$ cat config.mk
export PLATFORM = sky130hd
export DESIGN_NAME = clk_step_ctrl
export DESIGN_NICKNAME = d
export VERILOG_FILES = /design/src/rtl/clk_ctrl_pkg.sv /design/src/rtl/btn_debounce.sv /design/src/rtl/clk_step_ctrl.sv
export SDC_FILE = /design/constraint.sdc
export NUM_CORES = 1
export LEC_CHECK = 0
export CORE_MARGIN = 1.5
export CORE_UTILIZATION = 55
export CTS_CLUSTER_DIAMETER = 50
export CTS_CLUSTER_SIZE = 20
export DETAILED_ROUTE_END_ITERATION = 10
export GPL_ROUTABILITY_DRIVEN = 0
export GPL_TIMING_DRIVEN = 0
export PLACE_DENSITY_LB_ADDON = 0.25
export SLEW_MARGIN = 10
export SYNTH_ARGS = -nofsm -noshare
export SYNTH_HDL_FRONTEND = slang
export SYNTH_SLANG_ARGS = --single-unit
$ cat constraint.sdc
create_clock -name clk -period 2.16 [get_ports clk]
set_input_delay 0.432 -clock clk [delete_from_list [all_inputs] [get_ports clk]]
set_output_delay 0.432 -clock clk [all_outputs]
set_load 0.005 [all_outputs]
$ cat src/rtl/clk_ctrl_pkg.sv
// Shared encodings for the CPU clock-enable sequencer: FSM states, run-rate
// select codes and counter widths.
package clk_ctrl_pkg;

  typedef enum logic [1:0] {
    ST_HALT = 2'b00,
    ST_RUN  = 2'b01,
    ST_STEP = 2'b10,
    ST_BRK  = 2'b11
  } state_t;

  localparam logic [1:0] DIV_SEL_EVERY = 2'b00;
  localparam logic [1:0] DIV_SEL_FAST  = 2'b01;
  localparam logic [1:0] DIV_SEL_SLOW  = 2'b10;
  localparam logic [1:0] DIV_SEL_SLOW2 = 2'b11;

  localparam int CNT_W    = 32;
  localparam int CE_CNT_W = 16;
  localparam int DEB_W    = 20;

endpackage

$ cat src/rtl/btn_debounce.sv
// Two-flop synchronizer followed by a level debouncer: the output level follows
// the synchronized input only after DEB_CNT consecutive mismatching cycles.
module btn_debounce
  import clk_ctrl_pkg::*;
#(
  parameter logic [DEB_W-1:0] DEB_CNT = 20'd1000000
) (
  input  logic clk,
  input  logic reset,
  input  logic i_raw,
  output logic o_level
);

  logic             r_sync_p0;
  logic             r_sync_p1;
  logic             r_level;
  logic [DEB_W-1:0] r_cnt;

  always_ff @(posedge clk) begin
    if (reset) begin
      r_sync_p0 <= 1'b0;
      r_sync_p1 <= 1'b0;
      r_level   <= 1'b0;
      r_cnt     <= '0;
    end else begin
      r_sync_p0 <= i_raw;
      r_sync_p1 <= r_sync_p0;
      // debounce stage: a single agreeing cycle restarts the count
      if (r_sync_p1 != r_level) begin
        if (r_cnt == DEB_CNT - 20'd1) begin
          r_level <= r_sync_p1;
          r_cnt   <= '0;
        end else begin
          r_cnt <= r_cnt + 20'd1;
        end
      end else begin
        r_cnt <= '0;
      end
    end
  end

  assign o_level = r_level;

endmodule

$ cat src/rtl/clk_step_ctrl.sv
// Run/step/break sequencer producing a registered one-cycle CPU clock enable;
// the CPU stays on clk and advances only while cpu_ce is high.
module clk_step_ctrl
  import clk_ctrl_pkg::*;
#(
  parameter logic [DEB_W-1:0] DEB_CNT  = 20'd1000000,
  parameter logic [CNT_W-1:0] DIV_FAST = 32'd10,
  parameter logic [CNT_W-1:0] DIV_SLOW = 32'd10000000
) (
  input  logic                clk,
  input  logic                reset,
  input  logic                run_sw,
  input  logic                step_btn,
  input  logic [1:0]          div_sel,
  input  logic                halt_req,
  output logic                cpu_ce,
  output logic [1:0]          state_o,
  output logic [CE_CNT_W-1:0] ce_count
);

  function automatic logic [CNT_W-1:0] period_of(input logic [1:0] sel);
    case (sel)
      DIV_SEL_EVERY: return 32'd1;
      DIV_SEL_FAST:  return DIV_FAST;
      default:       return DIV_SLOW;
    endcase
  endfunction

  logic                w_run_db;
  logic                w_step_db;
  logic                w_step_pulse;
  logic                w_div_chg;
  logic                w_term;
  logic [CNT_W-1:0]    w_period;

  logic                r_step_db_d;
  logic [1:0]          r_div_sel;
  state_t              r_state;
  logic                r_ce;
  logic [CNT_W-1:0]    r_div_cnt;
  logic [CE_CNT_W-1:0] r_ce_count;

  btn_debounce #(.DEB_CNT(DEB_CNT)) u_run_deb (
    .clk     (clk),
    .reset   (reset),
    .i_raw   (run_sw),
    .o_level (w_run_db)
  );

  btn_debounce #(.DEB_CNT(DEB_CNT)) u_step_deb (
    .clk     (clk),
    .reset   (reset),
    .i_raw   (step_btn),
    .o_level (w_step_db)
  );

  assign w_step_pulse = w_step_db & ~r_step_db_d;
  assign w_div_chg    = (div_sel != r_div_sel);
  assign w_period     = period_of(div_sel);
  assign w_term       = (r_div_cnt == w_period - 32'd1);

  // decision stage: cpu_ce and the divider are registered defaults-to-idle,
  // so every branch that leaves them untouched suppresses the enable
  always_ff @(posedge clk) begin
    if (reset) begin
      r_step_db_d <= 1'b0;
      r_div_sel   <= DIV_SEL_EVERY;
      r_state     <= ST_HALT;
      r_ce        <= 1'b0;
      r_div_cnt   <= '0;
      r_ce_count  <= '0;
    end else begin
      r_step_db_d <= w_step_db;
      r_div_sel   <= div_sel;
      r_ce_count  <= r_ce_count + {{(CE_CNT_W-1){1'b0}}, r_ce};
      r_ce        <= 1'b0;
      r_div_cnt   <= '0;
      case (r_state)
        ST_HALT: begin
          if (w_run_db) begin
            r_state <= ST_RUN;
          end else if (w_step_pulse) begin
            r_state <= ST_STEP;
            r_ce    <= 1'b1;
          end
        end
        ST_RUN: begin
          if (halt_req) begin
            r_state <= ST_BRK;
          end else if (!w_run_db) begin
            r_state <= ST_HALT;
          end else if (!w_div_chg) begin
            if (w_term) begin
              r_ce <= 1'b1;
            end else begin
              r_div_cnt <= r_div_cnt + 32'd1;
            end
          end
        end
        ST_STEP: begin
          r_state <= ST_HALT;
        end
        ST_BRK: begin
          if (!w_run_db) begin
            r_state <= ST_HALT;
          end else if (w_step_pulse) begin
            r_state <= ST_STEP;
            r_ce    <= 1'b1;
          end
        end
        default: r_state <= ST_HALT;
      endcase
    end
  end

  assign cpu_ce   = r_ce;
  assign state_o  = r_state;
  assign ce_count = r_ce_count;

endmodule

-- Word-level counts from Yosys, hierarchy flattened
Cells that the tools add are included.
- $mul: 0
- reductions and logical operators: 7
- bitwise logic cells: 6
- eq/ne operators: 11
- shift-type cells: 0
- order comparisons: 0
- muxes and demuxes: 15
- add/sub/neg operators: 5
- div/mod/pow operators: 0
- operators by type and width (kind ; count):
    case mux 24 bit (2 select lines) ; 1
    adder 20 x 1 -> 20 bit (second input constant) ; 2
    equality test 20 bit (second input constant) ; 2
    adder 32 x 1 -> 32 bit (second input constant) ; 1
    equality test 32 bit ; 1
    subtractor 32 x 1 -> 32 bit (second input constant) ; 1
    adder 16 x 1 -> 16 bit ; 1
    2-to-1 mux 2 bit ; 5
    case mux 2 bit (4 select lines) ; 1
    2-to-1 mux 1 bit ; 7
    OR reduction 3 bit ; 2
    OR reduction 6 bit ; 1
    inverter 1 bit ; 5
    equality test 2 x 1 -> 1 bit (second input constant) ; 2
    equality test 2 bit (second input constant) ; 2
    logical NOT 2 bit ; 2
    AND reduction 2 bit ; 2
    inequality test 3 bit (second input constant) ; 1
    case mux 1 bit (3 select lines) ; 1
    inequality test 1 bit ; 2
    inequality test 2 bit ; 1
    bitwise AND 1 bit ; 1
- memories: 0
- bits in registers: 100
- bits in read-only memories: 0
- bits in latches: 0
- logic and storage cells: 58
- bits in writable memories: 0
- output and inout bits: 19
- input bits: 7

-- Depth between registers and ports, before layout
Gate-level depths: netlist (run 1).
- depth after elaboration: 9
- mapped depth: 7
- depth with buffers taken out: 6

-- Hierarchy
From an unflattened synthesis (run 1), not the netlist that was laid out.
- cell total of the unflattened synthesis: 518
- area, all modules: 4469.3 um^2
- modules (own cells, without submodules) (module ; cells each ; area an instance (um^2) ; seq. area each (um^2) ; times used):
    clk_step_ctrl ; 284 ; 2409.8 ; 1081.0 ; 1
    btn_debounce ; 117 ; 1029.7 ; 460.4 ; 2

-- Worst setup path after synthesis (run 1)
Ideal clock, no wire load.
- path kind: input -> register
- start point: input div_sel[1]
- end point: register r_div_cnt[20]
- setup time: 115 ps
- setup slack: 253 ps
- arrival: 1793 ps
- stages on the path: 6
- path buffers: 2
- required time: 2045 ps
- cells stage by stage: buf_2 > or4_4 > a2111oi_4 > a21bo_2 > buf_6 > nor2_1
- longest elaborated chain between the ends: 5
- elaborated cells on any way between the ends: 7
- classes of those cells: add/sub: 1; eq/ne: 3; mux: 1; reduce/logical: 2
- RTL lines (element ; line ; source):
    from (decl) ; clk_step_ctrl.sv:14 ; input logic [1:0] div_sel,
    equality test 2 x 1 -> 1 bit / logical NOT 2 bit (equally long branches) ; clk_step_ctrl.sv:22 ; case (sel)
    case mux 24 bit (2 select lines) ; clk_step_ctrl.sv:22 ;
    subtractor 32 x 1 -> 32 bit ; clk_step_ctrl.sv:60 ; assign w_term = (r_div_cnt == w_period - 32'd1);
    equality test 32 bit ; clk_step_ctrl.sv:60 ;
    OR reduction 6 bit (no line) (*) ; n/a ;
    to (signal assigned) ; clk_step_ctrl.sv:96 ; r_div_cnt <= r_div_cnt + 32'd1;
    to (decl) ; clk_step_ctrl.sv:40 ; logic [CNT_W-1:0] r_div_cnt;
Mark *: on every way between the ends. The rest lies on a longest branch, timed or not.
A chain may end at the register's enable or synchronous reset.

-- Final worst setup path (run 1)
- start point: input div_sel[0]
- end point: register r_div_cnt[21]
Same word-level chain as after synthesis.

==> results of run 1 <==
-- registers in the layout (all words and copies together), names as in the netlist --
name	cells
ce_count	16
cpu_ce	1
r_div_cnt	32
r_div_sel	2
r_step_db_d	1
state_o	2
u_run_deb.o_level	1
u_run_deb.r_cnt	20
u_run_deb.r_sync_p0	1
u_run_deb.r_sync_p1	1
u_step_deb.o_level	1
u_step_deb.r_cnt	20
u_step_deb.r_sync_p0	1
u_step_deb.r_sync_p1	1
-- layout make-up --
cell class                 instances  share of cell area, %
multi-input combinational        372                   45.8
sequential                       100                   40.0
timing repair buffer              24                   4.80
clock buffer                      13                   3.17
tap                              102                   2.55
buffer                            16                   2.17
inverter                          15                   1.12
clock inverter                     3                  0.425
-- placed cells by master, fill, tap and decap left out, types with 4 or more instances in the layout --
| cell type | count |
|---|---|
| nor3_1 | 15 |
| xnor2_1 | 44 |
| nor4b_1 | 4 |
| nor2b_1 | 10 |
| ha_1 | 5 |
| or3_1 | 7 |
| and2_1 | 4 |
| a21oi_1 | 6 |
| nor4_1 | 13 |
| nor2_1 | 100 |
| nand2b_1 | 4 |
| clkbuf_8 | 11 |
| nand2_1 | 32 |
| nor2_2 | 4 |
| nand3_1 | 35 |
| buf_6 | 4 |
| clkdlybuf4s50_1 | 24 |
| clkbuf_1 | 6 |
| dfxtp_1 | 100 |
| inv_1 | 15 |
| and3_1 | 6 |
| and4_1 | 7 |
| nor4_2 | 7 |
| nand4_1 | 13 |
| xor2_1 | 37 |
-- layer usage --
metal | vias up | global-route usage [%] | part of all wire (%)
met1 | 1594 | 24.9 | 47
li1 | 1765 | - | -
met5 | - | 0 | 0
met4 | 0 | 7.45 | 1.1
met3 | 7 | 4.60 | 2.6
met2 | 43 | 35.8 | 49
-- synth_stat cells, types with 3 or more instances --
cell / instances
and3_1: 6
nor2_2: 4
buf_6: 4
a21oi_1: 6
and2_1: 4
xor2_1: 37
nor4_1: 14
clkbuf_1: 7
or3_1: 7
nor2b_1: 10
nand3_1: 35
buf_2: 3
nor4b_1: 4
nand2_1: 32
nor3_1: 15
ha_1: 5
nor4_2: 6
nand4_1: 13
dfxtp_1: 100
inv_1: 15
o21ai_0: 3
nor2_1: 100
and4_1: 7
xnor2_1: 44
nand2b_1: 4
-- power groups by stage --
stage	sequential (mW)	clock, mW	combinational, mW
finish	1.85	1.09	0.0522
global route	1.85	1.19	0.0573
CTS	1.85	1.14	0.0521
detailed placement	1.89	0	0.0521
global placement	1.89	0	0.0518
floorplan	1.89	0	0.0308
-- final timing paths --
check,cells after the start,slack (ns),to
max,6,0.05,r_div_cnt[21]
min,2,0.44,r_div_sel[1]
min reg2reg,1,0.46,u_step_deb.r_sync_p1
max reg2reg,7,0.22,r_div_cnt[20]
-- per-stage QoR --
stage,TNS (ns),instances,util (%)
after floorplan,0,503,-
after global placement,-9.67,629,62.0
after detailed placement,-11.48,629,62.0
after CTS,0,645,64.3
after global routing,0,645,64.5
final,0,645,64.5
-- worst max-delay path: stages --
cell	delay, ns
clkdlybuf4s50_1	0.49
or4_4	0.53
a2111oi_4	0.43
a21bo_4	0.25
buf_6	0.17
nor2_1	0.06
-- cells by family after synthesis --
kind of cell | count (synthesis)
and+or+nand+nor | 268
buffers and inverters | 31
adders and majority gates | 5
DFF | 100
muxes | 2
xor gates and xnor gates | 81
AOI/OAI and AO/OA | 16
==> metrics.csv, run 1 <==
metric;value;unit
pre-CTS WS;-0.383;ns
Tmin final;2.11;ns
worst slew pin tran;0.721;ns
cell taking the most area after synthesis;dfxtp_1;
first-pass GRT wire length;14300;µm
Detailed Route Iter0 Violations;102;
Synth Area in Adders;1.41;%
area of the multi-input gates;2290;µm²
switching pwr;0.644;mW
Worst Hold Slack;0.442;ns
Max rail drop VDD;0.000460;V
Synth Instances;503;
die height;92.9;µm
PortBufs;24;
Synth Area in Compound Gates;2.76;%
post-CTS sizing;0;
RSZ-0062 raised after global routing;false;
diode count;0;
number of global-route vias before repair;3207;
largest net degree at the start of global routing;16;
Worst Path Max Fanout;10;
total CTS buffers;9;
P_leak;1.53;nW
Synth top area share;45.0;%
Core ar.;7770;µm²
final worst slack;0.0493;ns
fin crit share;97.7;%
Post-Syn Area per Cell;8.84;µm²
FMAX;474;MHz
Combinational Power Share;1.7;%
Worst setup SP type;input port;
Initial Util;57.2;%
CTS tree;done;
Rel. slew slack;51.5;%
Fillers;653;
post-synthesis mux area share;0.450;%
DR DRC count;0;
register area share after synthesis;45.0;%
Int Power;2.35;mW
Worst EP arrival;2.37;ns
sw frac;21.5;%
Final Hold Viols;0;
Avg WL per Cell;13.0;µm
post-route cell area;5010;µm²
clock slew at reported path FFs;0.09;ns
Synth-to-Final Area Change;12.7;%
Yosys reg bits;100;
initial antenna violation count;0;
Yosys cell types;40;
CP Class;input port to register;
Post-synth EDFFs;0;
PD cells;599;nW/µm²
Max Root-Sink Buffers;2;
Worst-Skew Late Latency;0.35;ns
drt pass-1 iters;4;
Synth Net Count;515;
Setup Fix Bufs, Post-CTS;0;
die width;92.9;µm
Overall Power;3.00;mW
sequential cell area;2000;µm²
max cap viols;0;
total gr overflow;0;
nets;550;
Total GRT Usage;20.7;%
final wirelength;8410;µm
fraction of the mapped netlist area in simple logic gates;30.7;%
Critical R2R Launch;r_div_cnt[0];
DRT antenna net count;0;
Slew Viols, Final;0;
WP data required;2.42;ns
I/O pins;26;
detailed placer's ending HPWL;5910;µm
synthesized area;4440;µm²
status;finished, final reports clean;
largest family of logic cells by synthesized area;simple AND/OR/NAND/NOR gates;
Final Setup Violations;0;
CP endpoint kind;register;
Post-CTS Hold Buffers;0;
Ys Warns;0;
share of layout cells above drive strength 1;7.73;%
CTS Sinks;100;
num rows;32;
Via Count;3409;
register share of total power;61.8;%
ys flop type;dfxtp_1;
min-delay src;div_sel[1];
Post-DP Area;4810;µm²
CP Launch Point;div_sel[0];
Area contributors post-synth;dfxtp_1 45%, xnor2_1 8.7%, nor2_1 8.4%, xor2_1 7.3%, nand3_1 3.9%;
drt via density;5.29;
asr flop ratio synth;0;%
XOR/XNOR share of the synthesized area;16.0;%
Clock Tree Root;clkbuf_8;
final setup skew;0.00841;ns
H-tree levels;3;
Clk pwr share;36.5;%
class of the worst hold path;input port to register;
die area;8630;µm²
No activity file was read; power rests on OpenSTA's default activity.
==> inputs of run 2 (changes only) <==
- CAP_MARGIN: default -> 0
- SETUP_SLACK_MARGIN: default -> 0.02
==> run 2 against run 1 <==
Against the previous run:
- fmax is 2.1% higher
- routed wire length is 0.26% higher
- worst setup slack better by 0.043 ns
- die area stayed put
- final area is 0.12% higher
- sequential share of layout area hardly changed
- core utilization is 0.081 points higher
- sequential power hardly changed
- worst hold slack worse by 0.0016 ns
- via count hardly changed
- register-to-register slack hardly changed
- critical path type unchanged
==> metrics.csv, run 2 (synthesis gave the netlist of run 1 again) <==
metric;value;unit
share of layout cells above drive strength 1;7.92;%
RSZ-0062 raised after global routing;false;
nets;550;
Critical R2R Launch;r_div_cnt[0];
DR DRC count;0;
Max Root-Sink Buffers;2;
largest register by flop count;r_div_cnt;
Final Setup Violations;0;
Inst Count DP;629;
drt pass-1 iters;4;
largest net degree at the start of global routing;16;
Core ar.;7770;µm²
Worst Path Max Fanout;10;
Total GRT Usage;20.7;%
Post-Layout Cell Count;645;
Avg WL per Cell;13.1;µm
reg-to-reg endpoint;r_div_cnt[26];
Synth-to-Final Area Change;12.8;%
Min-Delay Endpoint;r_div_sel[1];
H-tree levels;3;
clock slew at reported path FFs;0.09;ns
reg-to-reg slack, setup;0.23;ns
Worst setup SP type;input port;
CP endpoint kind;register;
die height;92.9;µm
Detailed Route Iter0 Violations;107;
min-delay src;div_sel[1];
Tmin final;2.07;ns
class of the worst hold path;input port to register;
first-pass GRT wire length;14300;µm
PortBufs;24;
DRT antenna net count;0;
Setup Fix Bufs, Post-CTS;0;
die width;92.9;µm
area of the multi-input gates;2300;µm²
WP data required;2.41;ns
largest registers;r_div_cnt: 32 flops, u_run_deb.r_cnt: 20 flops, u_step_deb.r_cnt: 20 flops;
drt via density;5.28;
max FFs per register;32;
final worst slack;0.0918;ns
max cap viols;0;
fin crit share;95.7;%
CTS tree;done;
CTS Sinks;100;
worst slew pin tran;0.724;ns
detailed placer's ending HPWL;5910;µm
P_leak;1.53;nW
final setup skew;0.00739;ns
number of global-route vias before repair;3207;
most frequent cells in the layout;100 x nor2_1, 100 x dfxtp_1, 44 x xnor2_1, 37 x xor2_1, 35 x nand3_1;
Post-CTS Hold Buffers;0;
die area;8630;µm²
Max rail drop VDD;0.000458;V
Overall Power;3.00;mW
PD cells;598;nW/µm²
Fillers;652;
status;finished, final reports clean;
r2r worst-path depth;7;
I/O pins;26;
Hold Path Depth;2;
Worst EP arrival;2.32;ns
Rel. slew slack;51.3;%
final wirelength;8430;µm
total gr overflow;0;
FMAX;484;MHz
Worst-Skew Late Latency;0.36;ns
initial antenna violation count;0;
total CTS buffers;9;
sequential cell area;2000;µm²
Via Count;3408;
Slew Viols, Final;0;
num rows;32;
Final Hold Viols;0;
CP Class;input port to register;
Clock Tree Root;clkbuf_8;
diode count;0;
Initial Util;57.2;%
pre-CTS WS;-0.383;ns
run 2: layout make-up:
cell class | instances | area share (%)
Buffer | 16 | 2.17
Clock buffer | 13 | 3.17
Clock inverter | 3 | 0.424
Inverter | 15 | 1.12
Multi-Input combinational cell | 372 | 45.9
Sequential cell | 100 | 39.9
Tap cell | 102 | 2.54
Timing Repair Buffer | 24 | 4.79
run 2: layer usage:
metal | vias up | track usage, % | wire [µm]
met5 | - | 0 | 0
met4 | 0 | 7.45 | 110
met3 | 11 | 4.60 | 242
met2 | 48 | 35.9 | 4170
met1 | 1585 | 24.9 | 3910
li1 | 1764 | - | -
run 2: worst max-delay path, stage by stage:
cell             delay (ns)
clkdlybuf4s50_1        0.50
or4_4                  0.53
a2111oi_4              0.38
a21bo_4                0.25
buf_6                  0.17
nor2_1                 0.05
run 2: worst max path at each step:
stage,startpoint,endpoint,slack [ns],depth (start not counted)
after floorplan,div_sel[1],r_div_cnt[20],0.25,6
after global placement,div_sel[0],r_div_cnt[21],-0.33,6
after detailed placement,div_sel[0],r_div_cnt[0],-0.38,6
after CTS,div_sel[0],r_div_cnt[25],0.06,6
after global routing,div_sel[0],r_div_cnt[21],0.04,7
final,div_sel[0],r_div_cnt[25],0.09,6
run 2: power by group:
group	leakage [nW]	total (mW)	switching [mW]	internal, mW
clock network	0.0896	1.10	0.612	0.484
registers	0.807	1.85	0.00319	1.85
logic	0.636	0.0524	0.0307	0.0217
total	1.53	3.00	0.645	2.35
run 2: what timing repair did:
item,in CTS,in global routing
resized for setup,1,8
pin swaps,1,2
endpoints found under the setup margin,4,23
hold endpoints to repair,0,0
run 2: stage by stage:
step                      setup TNS, ns  instance area, µm²  util [%]  hold WS (ns)
after floorplan                       0                4440         -         0.414
after CTS                             0                5000      64.4         0.419
after global placement            -9.67                4810      62.0         0.427
final                                 0                5010      64.6         0.441
after detailed placement         -11.48                4810      62.0         0.428
after global routing                  0                5010      64.6         0.427
==> inputs of run 3 (changes only) <==
- CORE_MARGIN: 1.5 -> default
- SLEW_MARGIN: 10 -> 25
- clock period: 2.16 -> 2 ns (I/O delays scaled with it)
==> run 3 against run 2 <==
Against the previous run:
- sequential cell count unchanged
- worst hold slack worse by 0.035 ns
- register-to-register slack lost 0.11 ns
- final area increased by 0.47%
- via count decreased by 0.56%
- critical path depth is 1 higher
- first-iteration DRC count is 30% higher
- clock skew increased by 0.0078 ns
- total power grew 8.3%
- cell count up 0.16%
- sequential share of layout area is 0.089 points lower
- combinational power rose by 5.5%
- highest routed layer unchanged
==> metrics.csv, run 3 (synthesis gave the netlist of run 1 again) <==
metric;value;unit
total CTS buffers;9;
Max Root-Sink Buffers;2;
H-tree levels;3;
max FFs per register;32;
first-pass GRT wire length;14100;µm
die height;91.9;µm
CP endpoint kind;register;
I/O pins;26;
Final Util;64.9;%
WP buf/inv;2;
Total GRT Usage;20.6;%
num rows;32;
Max stage delay on crit path;0.43;ns
Tmin final;1.88;ns
detailed placer's ending HPWL;5810;µm
critical path's top delay family;simple AND/OR/NAND/NOR gates;
pre-CTS WS;-0.465;ns
die width;91.9;µm
Slowest-stage cell, CP;dfxtp_1;
P_leak;1.54;nW
diode count;0;
largest registers;r_div_cnt: 32 flops, u_run_deb.r_cnt: 20 flops, u_step_deb.r_cnt: 20 flops;
status;finished, final reports clean;
initial antenna violation count;0;
die area;8440;µm²
RSZ-0062 raised after global routing;true;
share of layout cells above drive strength 1;9.93;%
FMAX;532;MHz
largest net degree at the start of global routing;19;
Worst EP arrival;2.14;ns
Clock Tree Root;clkbuf_8;
DR DRC count;0;
Worst-Skew Late Latency;0.36;ns
commonest non-fill, non-tap cell in the layout;nor2_1;
Synth-to-Final Area Change;13.4;%
Slew Viols, Final;0;
Avg WL per Cell;12.7;µm
Max rail drop VDD;0.000460;V
Via Count;3389;
max cap viols;0;
CP Class;register to register;
class of the worst hold path;input port to register;
Detailed Route Iter0 Violations;139;
fin crit share;94.0;%
drt pass-1 iters;4;
Final Hold Viols;0;
PortBufs;24;
Worst setup SP type;register;
number of global-route vias before repair;3139;
Rel. slew slack;53.3;%
clock slew at reported path FFs;0.10;ns
WP data required;2.26;ns
PD cells;645;nW/µm²
most frequent cells in the layout;98 x nor2_1, 96 x dfxtp_1, 44 x xnor2_1, 37 x xor2_1, 35 x nand3_1;
CTS Sinks;100;
critical path, cell by cell;nand3_2 > or3_1 > buf_6 > buf_8 > nor4_2 > xnor2_1 > nor2_2;
Final Setup Violations;0;
DRT antenna net count;0;
CTS tree;done;
worst slew pin tran;0.694;ns
drt via density;5.25;
Fillers;681;
Core ar.;7770;µm²
final wirelength;8210;µm
final worst slack;0.119;ns
final setup skew;0.0152;ns
total gr overflow;0;
Overall Power;3.25;mW
nets;551;
largest register by flop count;r_div_cnt;
Worst Path Max Fanout;10;
Initial Util;57.2;%
-- run 3: cell count changes in the layout (fill, tap and decap cells not counted), moves of 2 or more --
| cell | delta |
|---|---|
| dfxtp_1 | -4 |
| dfxtp_2 | +4 |
| clkbuf_1 | -2 |
| clkbuf_8 | -2 |
| clkinv_4 | +2 |
| inv_6 | +2 |
| nor2_1 | -2 |
| nor2_2 | +2 |
-- run 3: worst paths after layout --
path	slack, ns	depth (start not counted)	endpoint	startpoint
worst max register to register	0.12	7	r_div_cnt[26]	r_div_cnt[10]
worst max-delay path	0.12	7	r_div_cnt[26]	r_div_cnt[10]
worst min-delay path	0.41	2	r_div_sel[1]	div_sel[1]
worst min register to register	0.45	1	u_run_deb.r_sync_p1	u_run_deb.r_sync_p0
-- run 3: power by group --
group | leakage (nW) | internal [mW] | switching (mW)
logic | 0.641 | 0.0227 | 0.0326
registers | 0.809 | 2.00 | 0.00345
clock network | 0.0864 | 0.468 | 0.726
total | 1.54 | 2.49 | 0.762
-- run 3: area by class of cell --
type / instances / area [µm²] / share of cell area [%]
Multi-Input combinational cell: 372 / 2310 / 45.8
Clock buffer: 9 / 124 / 2.46
Sequential cell: 100 / 2010 / 39.8
Tap cell: 102 / 128 / 2.53
Inverter: 15 / 56.3 / 1.12
Clock inverter: 7 / 58.8 / 1.17
Buffer: 16 / 109 / 2.16
Timing Repair Buffer: 25 / 246 / 4.89
-- run 3: worst register-to-register path: cells and delay by family, from the launching register on --
kind | cells | cell delay (ns)
buffers and inverters | 2 | 0.29
and+or+nand+nor | 4 | 0.86
xor gates and xnor gates | 1 | 0.20
DFF | 1 | 0.43
-- run 3: per-stage QoR --
step	TNS, ns	hold WS, ns	area [µm²]	instances
floorplan	0	0.414	4440	503
global placement	-14.42	0.424	4810	629
detailed placement	-14.71	0.428	4810	629
CTS	0	0.394	5010	646
global route	0	0.385	5040	646
finish	0	0.406	5040	646
-- run 3: timing repair --
item | CTS | global route
hold buffers | 0 | 0
setup endpoints to repair | 48 | 48
buffers inserted | 1 | 0
pin swaps | 1 | 2
resized for setup | 4 | 12
-- run 3: per-layer routing --
layer / up-vias / GRT usage, % / routed length [µm]
met5: - / 0 / 0
met4: 0 / 5.99 / 78
met3: 8 / 4.56 / 157
met2: 29 / 34.1 / 3980
met1: 1584 / 26.8 / 4000
li1: 1768 / - / -
